[src/rtl/i_execute.sv]
// MIPS execute stage: ALU control, 32-bit ALU, branch target, destination select,
// and the EX/MEM pipeline register with flush-over-hold priority.
module i_execute (
    input  logic        clk,
    input  logic        rst,
    input  logic        hold,
    input  logic        flush,
    input  logic [1:0]  ID_EX_wb_ctlout,
    input  logic [2:0]  ID_EX_m_ctlout,
    input  logic [3:0]  ID_EX_ex_ctlout,
    input  logic [31:0] ID_EX_npcout,
    input  logic [31:0] ID_EX_rdata1out,
    input  logic [31:0] ID_EX_rdata2out,
    input  logic [31:0] ID_EX_s_extendout,
    input  logic [4:0]  ID_EX_instrout_2016,
    input  logic [4:0]  ID_EX_instrout_1511,
    output logic [1:0]  EX_MEM_wb_ctlout,
    output logic        EX_MEM_branch,
    output logic        EX_MEM_memread,
    output logic        EX_MEM_memwrite,
    output logic        EX_MEM_PCSrc,
    output logic [31:0] EX_MEM_NPC,
    output logic        EX_MEM_zero,
    output logic [31:0] EX_MEM_alu_result,
    output logic [31:0] EX_MEM_rdata2out,
    output logic [4:0]  EX_MEM_five_bit_muxout
);

    typedef enum logic [2:0] {
        ALU_ADD,
        ALU_SUB,
        ALU_AND,
        ALU_OR,
        ALU_SLT,
        ALU_NONE
    } alu_op_e;

    logic        regdst;
    logic [1:0]  aluop;
    logic        alusrc;
    logic        branch;
    alu_op_e     alu_op;
    logic [31:0] operand_b;
    logic [31:0] alu_result;
    logic        alu_zero;
    logic [31:0] branch_target;
    logic [4:0]  dest_reg;

    assign regdst = ID_EX_ex_ctlout[3];
    assign aluop  = ID_EX_ex_ctlout[2:1];
    assign alusrc = ID_EX_ex_ctlout[0];
    assign branch = ID_EX_m_ctlout[2];

    always_comb begin
        alu_op = ALU_NONE;
        case (aluop)
            2'b00:   alu_op = ALU_ADD;
            2'b01:   alu_op = ALU_SUB;
            2'b11:   alu_op = ALU_ADD;
            default: begin
                case (ID_EX_s_extendout[5:0])
                    6'b100000: alu_op = ALU_ADD;
                    6'b100010: alu_op = ALU_SUB;
                    6'b100100: alu_op = ALU_AND;
                    6'b100101: alu_op = ALU_OR;
                    6'b101010: alu_op = ALU_SLT;
                    default:   alu_op = ALU_NONE;
                endcase
            end
        endcase
    end

    // Unrecognised funct codes produce a zero result rather than an exception.
    always_comb begin
        operand_b  = alusrc ? ID_EX_s_extendout : ID_EX_rdata2out;
        alu_result = 32'h0;
        case (alu_op)
            ALU_ADD: alu_result = ID_EX_rdata1out + operand_b;
            ALU_SUB: alu_result = ID_EX_rdata1out - operand_b;
            ALU_AND: alu_result = ID_EX_rdata1out & operand_b;
            ALU_OR:  alu_result = ID_EX_rdata1out | operand_b;
            ALU_SLT: alu_result = {31'h0, $signed(ID_EX_rdata1out) < $signed(operand_b)};
            default: alu_result = 32'h0;
        endcase
    end

    assign alu_zero      = (alu_result == 32'h0);
    assign branch_target = ID_EX_npcout + {ID_EX_s_extendout[29:0], 2'b00};
    assign dest_reg      = regdst ? ID_EX_instrout_1511 : ID_EX_instrout_2016;

    logic [1:0]  wb_q,       wb_d;
    logic        branch_q,   branch_d;
    logic        memread_q,  memread_d;
    logic        memwrite_q, memwrite_d;
    logic        pcsrc_q,    pcsrc_d;
    logic [31:0] npc_q,      npc_d;
    logic        zero_q,     zero_d;
    logic [31:0] result_q,   result_d;
    logic [31:0] rdata2_q,   rdata2_d;
    logic [4:0]  dest_q,     dest_d;

    // Flush outranks hold so a squashed instruction cannot linger while stalled.
    always_comb begin
        wb_d       = wb_q;
        branch_d   = branch_q;
        memread_d  = memread_q;
        memwrite_d = memwrite_q;
        pcsrc_d    = pcsrc_q;
        npc_d      = npc_q;
        zero_d     = zero_q;
        result_d   = result_q;
        rdata2_d   = rdata2_q;
        dest_d     = dest_q;
        if (flush) begin
            wb_d       = 2'b00;
            branch_d   = 1'b0;
            memread_d  = 1'b0;
            memwrite_d = 1'b0;
            pcsrc_d    = 1'b0;
            npc_d      = 32'h0;
            zero_d     = 1'b0;
            result_d   = 32'h0;
            rdata2_d   = 32'h0;
            dest_d     = 5'h0;
        end else if (!hold) begin
            wb_d       = ID_EX_wb_ctlout;
            branch_d   = branch;
            memread_d  = ID_EX_m_ctlout[1];
            memwrite_d = ID_EX_m_ctlout[0];
            pcsrc_d    = branch & alu_zero;
            npc_d      = branch_target;
            zero_d     = alu_zero;
            result_d   = alu_result;
            rdata2_d   = ID_EX_rdata2out;
            dest_d     = dest_reg;
        end
    end

    always_ff @(posedge clk or posedge rst) begin
        if (rst) begin
            wb_q       <= 2'b00;
            branch_q   <= 1'b0;
            memread_q  <= 1'b0;
            memwrite_q <= 1'b0;
            pcsrc_q    <= 1'b0;
            npc_q      <= 32'h0;
            zero_q     <= 1'b0;
            result_q   <= 32'h0;
            rdata2_q   <= 32'h0;
            dest_q     <= 5'h0;
        end else begin
            wb_q       <= wb_d;
            branch_q   <= branch_d;
            memread_q  <= memread_d;
            memwrite_q <= memwrite_d;
            pcsrc_q    <= pcsrc_d;
            npc_q      <= npc_d;
            zero_q     <= zero_d;
            result_q   <= result_d;
            rdata2_q   <= rdata2_d;
            dest_q     <= dest_d;
        end
    end

    assign EX_MEM_wb_ctlout       = wb_q;
    assign EX_MEM_branch          = branch_q;
    assign EX_MEM_memread         = memread_q;
    assign EX_MEM_memwrite        = memwrite_q;
    assign EX_MEM_PCSrc           = pcsrc_q;
    assign EX_MEM_NPC             = npc_q;
    assign EX_MEM_zero            = zero_q;
    assign EX_MEM_alu_result      = result_q;
    assign EX_MEM_rdata2out       = rdata2_q;
    assign EX_MEM_five_bit_muxout = dest_q;

endmodule

[config.mk]
export PLATFORM = sky130hd
export DESIGN_NAME = i_execute
export DESIGN_NICKNAME = d
export VERILOG_FILES = /design/src/rtl/i_execute.sv
export SDC_FILE = /design/constraint.sdc
export NUM_CORES = 1
export LEC_CHECK = 0
export ABC_AREA = 0
export CAP_MARGIN = 20
export CORE_ASPECT_RATIO = 1.25
export CORE_MARGIN = 5
export CORE_UTILIZATION = 57
export DETAILED_ROUTE_END_ITERATION = 16
export PLACE_DENSITY = 0.95
export SYNTH_ARGS = -nofsm -noshare
export SYNTH_HDL_FRONTEND = slang
export SYNTH_SLANG_ARGS = --single-unit
[constraint.sdc]
create_clock -name clk -period 5.2 [get_ports clk]
set_input_delay 0.52 -clock clk [delete_from_list [all_inputs] [get_ports clk]]
set_output_delay 0.52 -clock clk [all_outputs]
set_load 0.005 [all_outputs]
==> results by group, run 1 <==
Placed design
  – Final HPWL from detailed placement: roughly 36 mm
  – Port Buffers: between 200 and 300
  – Number of placed instances, taps included: 1935
  – Routability cong.: 1.02

Timing
  – RSZ-0062 raised after global routing: no
  – Fin. Hold Viols: 0
  – Final min period: between 4 and 5 ns
  – Slew headroom: 0.306
  – Setup TNS: 0 ns
  – F_max: roughly 200 MHz
  – Slew Viols, Final: 0
  – Final period util: 0.955
  – Fin Clk Skew: 0 ns
  – Endpoints failing setup: 0
  – Measured slew at the worst slew-check pin: between 1 and 1.5 ns

Clock tree
  – CTS sink count: between 100 and 150
  – CTS tree: done
  – Root Buffer: clkbuf_16
  – Post-CTS Hold Buffers: 0
  – Post CTS Setup Buffer Count: 0
  – CTS Buf Count: 9
  – Clock slew at reported path FFs: roughly 0.08 ns
  – # resized after CTS: 0
  – Worst-case clock buffer depth: 2
  – Later-pin clock latency in the skew report: between 0.3 and 0.4 ns
  – H-Tree Depth: 3

Cells and area
  – Commonest non-fill, non-tap cell in the layout: clkdlybuf4s50_1
  – Fillers: around 1400
  – Share of cells above drive strength 1: 0.0559
  – Layout net count: 1981
  – Area grow syn2layout: 29.1%
  – Most frequent cells in the layout: 255 x clkdlybuf4s50_1, 223 x nor2_1, 150 x ha_1
  – Finished Layout Cells: around 2000

Worst setup path
  – CP arrival: 5.25 ns
  – Crit path max fanout: 6
  – WP data required: 5.49 ns
  – Critical Path Sink Type: register
  – CP Launch Type: input pin
  – Slowest CP cell: clkdlybuf4s50_1
  – Crit-path cells: clkdlybuf4s50_1, mux2i_1, inv_1, ha_1, fa_1, nor2b_1, o2111ai_1, a31oi_1, a21oi_1, nor3_1, o32ai_1, nand3_1, or4_1, or4_1, o21ai_1
  – Worst Path Buf+Inv: 2
  – Slowest stage delay, CP: around 0.54 ns
  – CP delay by family, top: compound AO/OA/AOI/OAI gates
  – Setup CP Type: input pin to register
  – Crit path top cell by count: or4_1

GRT
  – First-pass GRT wire length: approximately 72 mm
  – Vias in the first global route: roughly 13000
  – Initial antenna violation count: 2
  – GRT overflow: 0
  – GRT Overall Usage: 0.399
  – Largest net degree at the start of global routing: 86

Floorplan
  – Die area: approximately 0.023 sq mm
  – Die H: between 150 and 200 um
  – Die width: 137 um
  – Core Rows: 58
  – Placeable Area: ~0.02 sq mm
  – Ports: around 260
  – Initial Utilization: 0.575

Pwr
  – Combinational fraction of design power: 0.475
  – Highest ir drop seen on vdd: approximately 0.18 mV
  – Pwr Density: approximately 220 mW/mm^2
  – Switching pwr: between 1 and 1.5 mW
  – Internal power: 1.96 mW
  – Switching portion of total power: 0.400
  – Clock power share: 0.233
  – Leakage: approximately 7 nW
  – Sequential power share: 0.292

Route
  – Drt drc: 0
  – Via density per instance: between 6 and 7
  – DRT Pass-1 Iters: 8
  – Via count: approximately 13000
  – Avg WL per Cell: ~24 um
  – Final ANT Viol Nets: 0
  – Initial DRC Count: between 1000 and 1500
  – WL final: around 46 mm

Yosys
  – Top FF cell, synth: dfrtp_1
  – Number of synthesis warnings: 0
  – Syn Nets: ~1700
  – EDFF count, synth: 0
  – Async set or reset register ratio after synthesis: 1.00
  – Yosys reg bits: around 110
  – Mean area per synthesized cell: about 8 sq um
  – Synth Cell Area: 0.0115 sq mm
  – Gate Count Post-Synth: ~1400
  – Post-synthesis sequential area ratio: 0.236
  – Yosys cell types: between 80 and 90

Job
  – MaxCap Viol Count: 0

Run status
  – Status: finished clean

Min path
  – Hold Crit Class: register to register
## per-layer routing
metal	global-route usage	share of wire	up-vias
met4	0.211	0.066	0
li1	-	-	5643
met3	0.0945	0.11	238
met5	0	0	-
met2	0.652	0.46	890
met1	0.487	0.36	5975
## flip-flops by register name (all words and copies together) (netlist names)
signal / cells
EX_MEM_zero: 1
EX_MEM_branch: 1
EX_MEM_PCSrc: 1
EX_MEM_wb_ctlout: 2
EX_MEM_memread: 1
EX_MEM_memwrite: 1
EX_MEM_rdata2out: 32
EX_MEM_five_bit_muxout: 5
EX_MEM_alu_result: 32
EX_MEM_NPC: 32
## logic make-up after synthesis
group | synth area share
compound gates | 0.252
xor+xnor | 0.0283
fa+ha+maj | 0.169
buf+inv | 0.0579
flops | 0.236
mux | 0.0788
simple gates | 0.179
## metrics by stage
stage	instance area (sq um)	utilization	power, mW	setup slack, ns	hold WS [ns]
floorplan	11500	-	1.83	0.455	0.479
global placement	14500	0.725	2.41	0.0176	0.484
detailed placement	14500	0.725	2.45	0.00633	0.504
CTS	14800	0.740	3.21	0.360	0.519
global route	14800	0.742	3.41	0.000935	0.541
finish	14800	0.742	3.27	0.234	0.520
## final timing paths
path                                       from                    to  slack (ns)  cells past startpoint
max reg2reg                      EX_MEM_NPC[13]        EX_MEM_NPC[13]        4.25                      2
max in group asynchronous                   rst   EX_MEM_rdata2out[2]        3.32                      3
min reg2reg                      EX_MEM_NPC[30]        EX_MEM_NPC[30]        0.52                      2
max                        ID_EX_s_extendout[0]          EX_MEM_PCSrc        0.23                     15
min in group asynchronous                   rst  EX_MEM_rdata2out[27]        0.64                      2
min                              EX_MEM_NPC[30]        EX_MEM_NPC[30]        0.52                      2
## tightest hold or removal path, delay by kind of cell, from the launching register on
family	cells	cell delay, ns
flops	1	0.35
simple gates	2	0.15
## synth_stat cells, types with 10 or more instances
library cell,instances,area [sq um]
a211oi_1,39,293
a21o_1,29,218
a21oi_1,136,681
a221o_1,14,140
a31oi_1,16,100
and3_1,12,75.1
clkbuf_1,56,210
dfrtp_1,108,2700
ha_1,150,1880
inv_1,100,375
mux2i_1,88,881
nand2_1,73,274
nand2b_1,16,100
nand3_1,16,80.1
nor2_1,223,837
nor2b_1,24,150
nor3_1,32,160
o211ai_1,23,173
o21ai_0,49,245
o21bai_1,11,82.6
o221ai_1,14,123
o31ai_1,10,75.1
xnor2_1,24,210
xor2_1,13,114
## power groups by stage
stage / combinational, mW / clock [mW] / sequential, mW
2_1_floorplan: 0.866 / 0 / 0.962
3_3_place_gp: 1.45 / 0 / 0.958
3_5_place_dp: 1.48 / 0 / 0.964
4_1_cts: 1.51 / 0.754 / 0.950
5_1_grt: 1.66 / 0.786 / 0.959
6_report: 1.55 / 0.762 / 0.952
## cell type report
class | count | area (sq um) | share of cell area
multi-input cells | 1155 | 8140 | 0.549
repair buffers | 302 | 2940 | 0.198
flip-flops and latches | 108 | 2700 | 0.183
inverters | 101 | 382 | 0.0258
well taps | 270 | 338 | 0.0228
clock buffers | 9 | 225 | 0.0152
clock inverters | 6 | 83.8 | 0.00566
diodes | 2 | 5.00 | 0.000338
No activity file was read; power rests on OpenSTA's default activity.
==> run 2, diff against run 1 <==
CORE_UTILIZATION = 52   (was 57)
PLACE_DENSITY = 0.93   (was 0.95)
SKIP_LAST_GASP = 1   (was unset)
clock period = 5.3 ns   (was 5.2 ns; I/O delays follow)
==> run 2 against run 1 <==
Net effect:
- clock-buffer cell count stayed put
- combinational power is 4% lower
- largest cell class unchanged
- sequential power is 2% lower
- non-clock buffer count is 11 lower
- core utilization is 6.3 points lower
==> results by group, run 2 (synthesis results as in run 1) <==
Pwr
  – Switching portion of total power: 0.401 (+0.000912)
  – Pwr Density: 212 mW/mm^2 (-4.1%)
  – Highest ir drop seen on vdd: 0.176 mV (-4.2%)
  – Clock power share: 0.221 (-0.012)
  – Sequential power share: 0.300 (+0.008)
  – Internal power: 1.86 mW (-5.0%)
  – Leakage: 6.86 nW (-1.0%)
  – Switching pwr: 1.25 mW (-4.6%)
  – Combinational fraction of design power: 0.479 (+0.004)

GRT
  – First-pass GRT wire length: 68.5 mm (-5.0%)
  – Largest net degree at the start of global routing: 86 (unchanged)
  – GRT Overall Usage: 0.344 (-0.0555)
  – Vias in the first global route: 12500 (-4.2%)
  – Initial antenna violation count: 1 (-1)
  – GRT overflow: 0 (unchanged)

Floorplan
  – Initial Utilization: 0.530 (-0.0442)
  – Die H: 176 um (+4.4%)
  – Core Rows: 60 (+3.4%)
  – Placeable Area: 0.0216 sq mm (+8.3%)
  – Die width: 143 um (+4.4%)
  – Die area: 0.0251 sq mm (+9.0%)
  – Ports: 259 (unchanged)

Clock tree
  – # resized after CTS: 0 (unchanged)
  – H-Tree Depth: 3 (unchanged)
  – Later-pin clock latency in the skew report: 0.36 ns (about the same)
  – CTS Buf Count: 9 (unchanged)
  – CTS sink count: 108 (unchanged)
  – Clock slew at reported path FFs: 0.09 ns (about the same)
  – Post CTS Setup Buffer Count: 0 (unchanged)
  – Post-CTS Hold Buffers: 0 (unchanged)
  – Worst-case clock buffer depth: 2 (unchanged)
  – Root Buffer: clkbuf_16
  – CTS tree: done

Timing
  – Endpoints failing setup: 0 (unchanged)
  – RSZ-0062 raised after global routing: no
  – Slew headroom: 0.318 (+0.0120)
  – Measured slew at the worst slew-check pin: 1.02 ns (-0.0179 ns)
  – Final WS setup: 0.357 ns (+0.123 ns)
  – Setup TNS: 0 ns (unchanged)
  – Fin. Hold Viols: 0 (unchanged)
  – Final period util: 0.933
  – F_max: 202 MHz
  – Slew Viols, Final: 0 (unchanged)
  – Final min period: ~5 ns
  – Fin Clk Skew: 0 ns (unchanged)

Run status
  – Status: finished clean

Cells and area
  – Area grow syn2layout: 28.1%
  – Final Cell Area: 0.0147 sq mm (-0.81%)
  – Fillers: 1677 (+22%)
  – Most frequent cells in the layout: 255 x clkdlybuf4s50_1, 223 x nor2_1, 150 x ha_1
  – Layout net count: 1970 (-0.56%)
  – Share of cells above drive strength 1: 0.0497 (-0.00622)
  – Post-layout util: 0.679 (-0.0627)
  – Commonest non-fill, non-tap cell in the layout: clkdlybuf4s50_1
  – Finished Layout Cells: 1950 (-0.15%)

Route
  – WL final: 44.8 mm (-3.6%)
  – Via density per instance: 6.39 (-2.1%)
  – Final ANT Viol Nets: 0 (unchanged)
  – Initial DRC Count: 1383 (-1.2%)
  – Drt drc: 0 (unchanged)
  – Avg WL per Cell: 23.0 um (-3.5%)
  – Via count: 12500 (-2.3%)
  – DRT Pass-1 Iters: 7 (-1)

Placed design
  – Number of placed instances, taps included: 1932 (-0.16%)
  – Pre-CTS setup slack: 0.124 ns (+0.117 ns)
  – Routability cong.: 1.06 (+4.2%)
  – Final HPWL from detailed placement: 35.0 mm (-1.8%)
  – Placed cell area: 0.0144 sq mm (-0.63%)
  – Port Buffers: 258 (unchanged)

Worst setup path
  – Setup CP Type: input pin to register
  – WP data required: 5.60 ns (+0.11 ns)
  – CP delay by family, top: simple AND/OR/NAND/NOR gates
  – Slowest stage delay, CP: 0.53 ns (about the same)
  – Critical Path Sink Type: register
  – Worst Path Buf+Inv: 2 (unchanged)
  – CP arrival: 5.24 ns (about the same)
  – Crit-path cells: buf_2, buf_4, mux2i_1, ha_1, nor2_1, nand3_1, nor4_1, o2111ai_1, nand3b_1, nor2_1, a2111oi_0, a211oi_1, or4_1, or4_1, o21ai_1
  – Crit path max fanout: 12 (+6)
  – Slowest CP cell: or4_1
  – CP Launch Type: input pin

Job
  – MaxCap Viol Count: 0 (unchanged)

Min path
  – Hold Crit Class: register to register
## run 2: final timing paths
| kind | end | depth (start not counted) | startpoint | slack, ns |
|---|---|---|---|---|
| max in group asynchronous | EX_MEM_NPC[13] | 3 | rst | 3.47 |
| hold reg to reg | EX_MEM_PCSrc | 2 | EX_MEM_PCSrc | 0.50 |
| hold / removal | EX_MEM_PCSrc | 2 | EX_MEM_PCSrc | 0.50 |
| setup / recovery | EX_MEM_zero | 15 | ID_EX_ex_ctlout[0] | 0.36 |
| min in group asynchronous | EX_MEM_rdata2out[21] | 2 | rst | 0.71 |
| setup reg to reg | EX_MEM_rdata2out[2] | 2 | EX_MEM_rdata2out[2] | 4.40 |
## run 2: routing by layer
layer / part of all wire / global-route usage / vias to the layer above
met1: 0.37 / 0.421 / 5828
met5: 0 / 0 / -
li1: - / - / 5610
met4: 0.052 / 0.149 / 0
met3: 0.11 / 0.0946 / 182
met2: 0.47 / 0.564 / 833
## run 2: tightest hold or removal path, stage by stage (launching register included)
cell and delay [ns]:
dfrtp_1 0.36, nand2_1 0.05, o21ai_1 0.06
## run 2: layout make-up
| class | count | area (sq um) | share of cell area |
|---|---|---|---|
| repair buffers | 291 | 2830 | 0.193 |
| multi-input cells | 1155 | 8140 | 0.554 |
| well taps | 279 | 349 | 0.0238 |
| clock buffers | 9 | 225 | 0.0153 |
| flip-flops and latches | 108 | 2700 | 0.184 |
| clock inverters | 6 | 62.6 | 0.00426 |
| inverters | 101 | 382 | 0.0260 |
| diodes | 1 | 2.50 | 0.000170 |
## run 2: power groups by stage
stage,logic [mW],registers (mW),clock network [mW]
floorplan,0.850,0.944,0
global placement,1.40,0.941,0
detailed placement,1.43,0.946,0
CTS,1.45,0.931,0.681
global route,1.60,0.939,0.720
finish,1.49,0.933,0.686
## run 2: stage by stage
stage,hold WS [ns],total power [mW]
global route,0.529,3.25
detailed placement,0.484,2.38
CTS,0.502,3.06
global placement,0.483,2.34
finish,0.502,3.11
floorplan,0.479,1.79
==> run 3, diff against run 2 <==
CORE_UTILIZATION = 28   (was 52)
PLACE_DENSITY = 0.61   (was 0.93)
==> run 3 against run 2 <==
Net effect:
- clock skew is the same
- clock power up 8.5%
- first-iteration DRC count down 44%
- critical path depth rose by 1
- critical path type unchanged
- flip-flop and latch count unchanged
- cell count is 15% higher
- largest cell class unchanged
- largest power group unchanged
==> results by group, run 3 (synthesis results as in run 1) <==
GRT
  – Vias in the first global route: 12200 (-2.5%)
  – GR peak layer: met2
  – Largest net degree at the start of global routing: 72 (-16%)
  – First-pass GRT wire length: 72.7 mm (+6.0%)
  – Met3 usage: 0.0425 (-0.0521)
  – GRT Overall Usage: 0.206 (-0.138)
  – Grt met1 use: 0.256 (-0.165)
  – GRT overflow: 0 (unchanged)
  – Routing usage on met2: 0.356 (-0.208)
  – Initial antenna violation count: 0 (-1)

Worst setup path
  – WP data required: 5.61 ns (about the same)
  – Setup CP Type: input pin to register
  – Critical Path Sink Type: register
  – CP arrival: 5.24 ns (about the same)
  – Crit path from: ID_EX_rdata2out[0]
  – Crit path max fanout: 4 (-8)
  – RR Startpoint: EX_MEM_alu_result[22]
  – Slowest CP cell: or4_1
  – Slowest stage delay, CP: 0.54 ns (about the same)
  – Crit-path cells: clkdlybuf4s50_1, mux2i_1, inv_1, ha_1, fa_1, nor2b_1, o2111ai_1, a31oi_1, o21ai_1, o31ai_1, xnor2_1, a211oi_1, nand3_1, or4_1, or4_1, o21ai_1
  – CP delay by family, top: compound AO/OA/AOI/OAI gates
  – Worst Path Buf+Inv: 2 (unchanged)
  – CP Launch Type: input pin

Clock tree
  – Post CTS Setup Buffer Count: 0 (unchanged)
  – CTS sink count: 108 (unchanged)
  – H-Tree Depth: 3 (unchanged)
  – Post-CTS Hold Buffers: 0 (unchanged)
  – Worst-case clock buffer depth: 2 (unchanged)
  – Root Buffer: clkbuf_16
  – CTS Buf Count: 9 (unchanged)
  – # resized after CTS: 0 (unchanged)
  – Later-pin clock latency in the skew report: 0.37 ns (about the same)
  – CTS tree: done
  – Clock slew at reported path FFs: 0.08 ns (about the same)

Timing
  – Fin. Hold Viols: 0 (unchanged)
  – Final min period: 4.93 ns (-0.0112 ns)
  – Endpoints failing setup: 0 (unchanged)
  – Fin Clk Skew: 0 ns (unchanged)
  – Measured slew at the worst slew-check pin: 1.01 ns (-0.00860 ns)
  – RSZ-0062 raised after global routing: no
  – Slew headroom: 0.324 (+0.00568)
  – Slew Viols, Final: 0 (unchanged)
  – F_max: 203 MHz (+0.23%)
  – Final period util: 0.931 (-0.00211)
  – Setup TNS: 0 ns (unchanged)

Cells and area
  – Share of cells above drive strength 1: 0.0642 (+0.0145)
  – Most frequent cells in the layout: 255 x clkdlybuf4s50_1, 223 x nor2_1, 150 x ha_1
  – Finished Layout Cells: 2250 (+15%)
  – Commonest non-fill, non-tap cell in the layout: clkdlybuf4s50_1
  – Post-layout util: 0.374 (-0.306)
  – Layout net count: 1997 (+1.4%)
  – # diodes: 0 (-1)
  – Area grow syn2layout: 33.0%

Pwr
  – Pwr Density: 209 mW/mm^2 (-1.3%)
  – Highest ir drop seen on vdd: 0.217 mV (+23%)
  – Leakage: 7.01 nW (+2.3%)
  – Design Power: 3.19 mW (+2.6%)

Placed design
  – Number of placed instances, taps included: 2233 (+16%)
  – Final HPWL from detailed placement: 38.5 mm (+10%)
  – Port Buffers: 258 (unchanged)
  – Routability cong.: 0.964 (-8.9%)

Floorplan
  – Ports: 259 (unchanged)
  – Die width: 191 um (+34%)
  – Initial Utilization: 0.281 (-0.249)
  – Die H: 236 um (+34%)
  – Placeable Area: 0.0408 sq mm (+89%)
  – Core Rows: 83 (+38%)
  – Die area: 0.0451 sq mm (+79%)

Route
  – Drt drc: 0 (unchanged)
  – Final ANT Viol Nets: 0 (unchanged)
  – Avg WL per Cell: 21.3 um (-7.4%)
  – DRT Pass-1 Iters: 8 (+1)
  – Via count: 11900 (-4.6%)
  – Via density per instance: 5.28 (-17%)
  – WL final: 47.8 mm (+6.9%)
  – Initial DRC Count: 770 (-44%)

Job
  – MaxCap Viol Count: 0 (unchanged)

Run status
  – Status: finished clean

Min path
  – Worst hold start: EX_MEM_NPC[30]
  – Hold Crit Class: register to register
==> run 3: cell types whose count changed in the layout (fill, tap and decap cells not counted), sizes merged <==
cell / previous run / this run
buf: 35 / 62
bufinv: 0 / 1
clkbuf: 10 / 12
clkinv: 6 / 2
clkinvlp: 0 / 1
diode: 1 / 0
dlymetal6s2s: 0 / 1
==> run 3: area by class of cell <==
cell class	instances	area, sq um
multi-input cells	1155	8120
flip-flops and latches	108	2700
well taps	552	691
clock inverters	4	55.1
fillers	4233	25600
clock buffers	12	256
inverters	101	382
repair buffers	318	3040
==> run 3: worst paths after layout <==
| path | endpoint | slack, ns | depth (start not counted) |
|---|---|---|---|
| max in group asynchronous | EX_MEM_alu_result[16] | 3.74 | 3 |
| min in group asynchronous | EX_MEM_NPC[27] | 0.72 | 2 |
| setup / recovery | EX_MEM_zero | 0.37 | 16 |
| hold reg to reg | EX_MEM_NPC[30] | 0.51 | 2 |
| hold / removal | EX_MEM_NPC[30] | 0.51 | 2 |
| setup reg to reg | EX_MEM_alu_result[22] | 4.41 | 2 |
==> run 3: report_power, final <==
group	internal (mW)	switching [mW]	total, mW
Combinational	0.669	0.846	1.52
Sequential	0.889	0.0404	0.929
Clock	0.396	0.348	0.744
==> run 3: through the flow <==
| step | instance area (sq um) | hold slack (ns) | setup slack (ns) |
|---|---|---|---|
| finish | 15300 | 0.507 | 0.368 |
| global route | 15300 | 0.541 | 0.156 |
| CTS | 15200 | 0.508 | 0.448 |
| detailed placement | 14900 | 0.489 | 0.0219 |
| global placement | 14900 | 0.486 | 0.124 |
| floorplan | 11500 | 0.479 | 0.545 |
==> run 3: tightest hold or removal path, stage by stage, from the launching register on <==
cell	delay [ns]
dfrtp_1	0.35
nand3_1	0.07
nand2_1	0.06
==> run 3: per-layer routing <==
metal	vias up	part of all wire
met5	-	0
met4	0	0.031
met3	79	0.063
met2	432	0.49
met1	5726	0.42
li1	5647	-
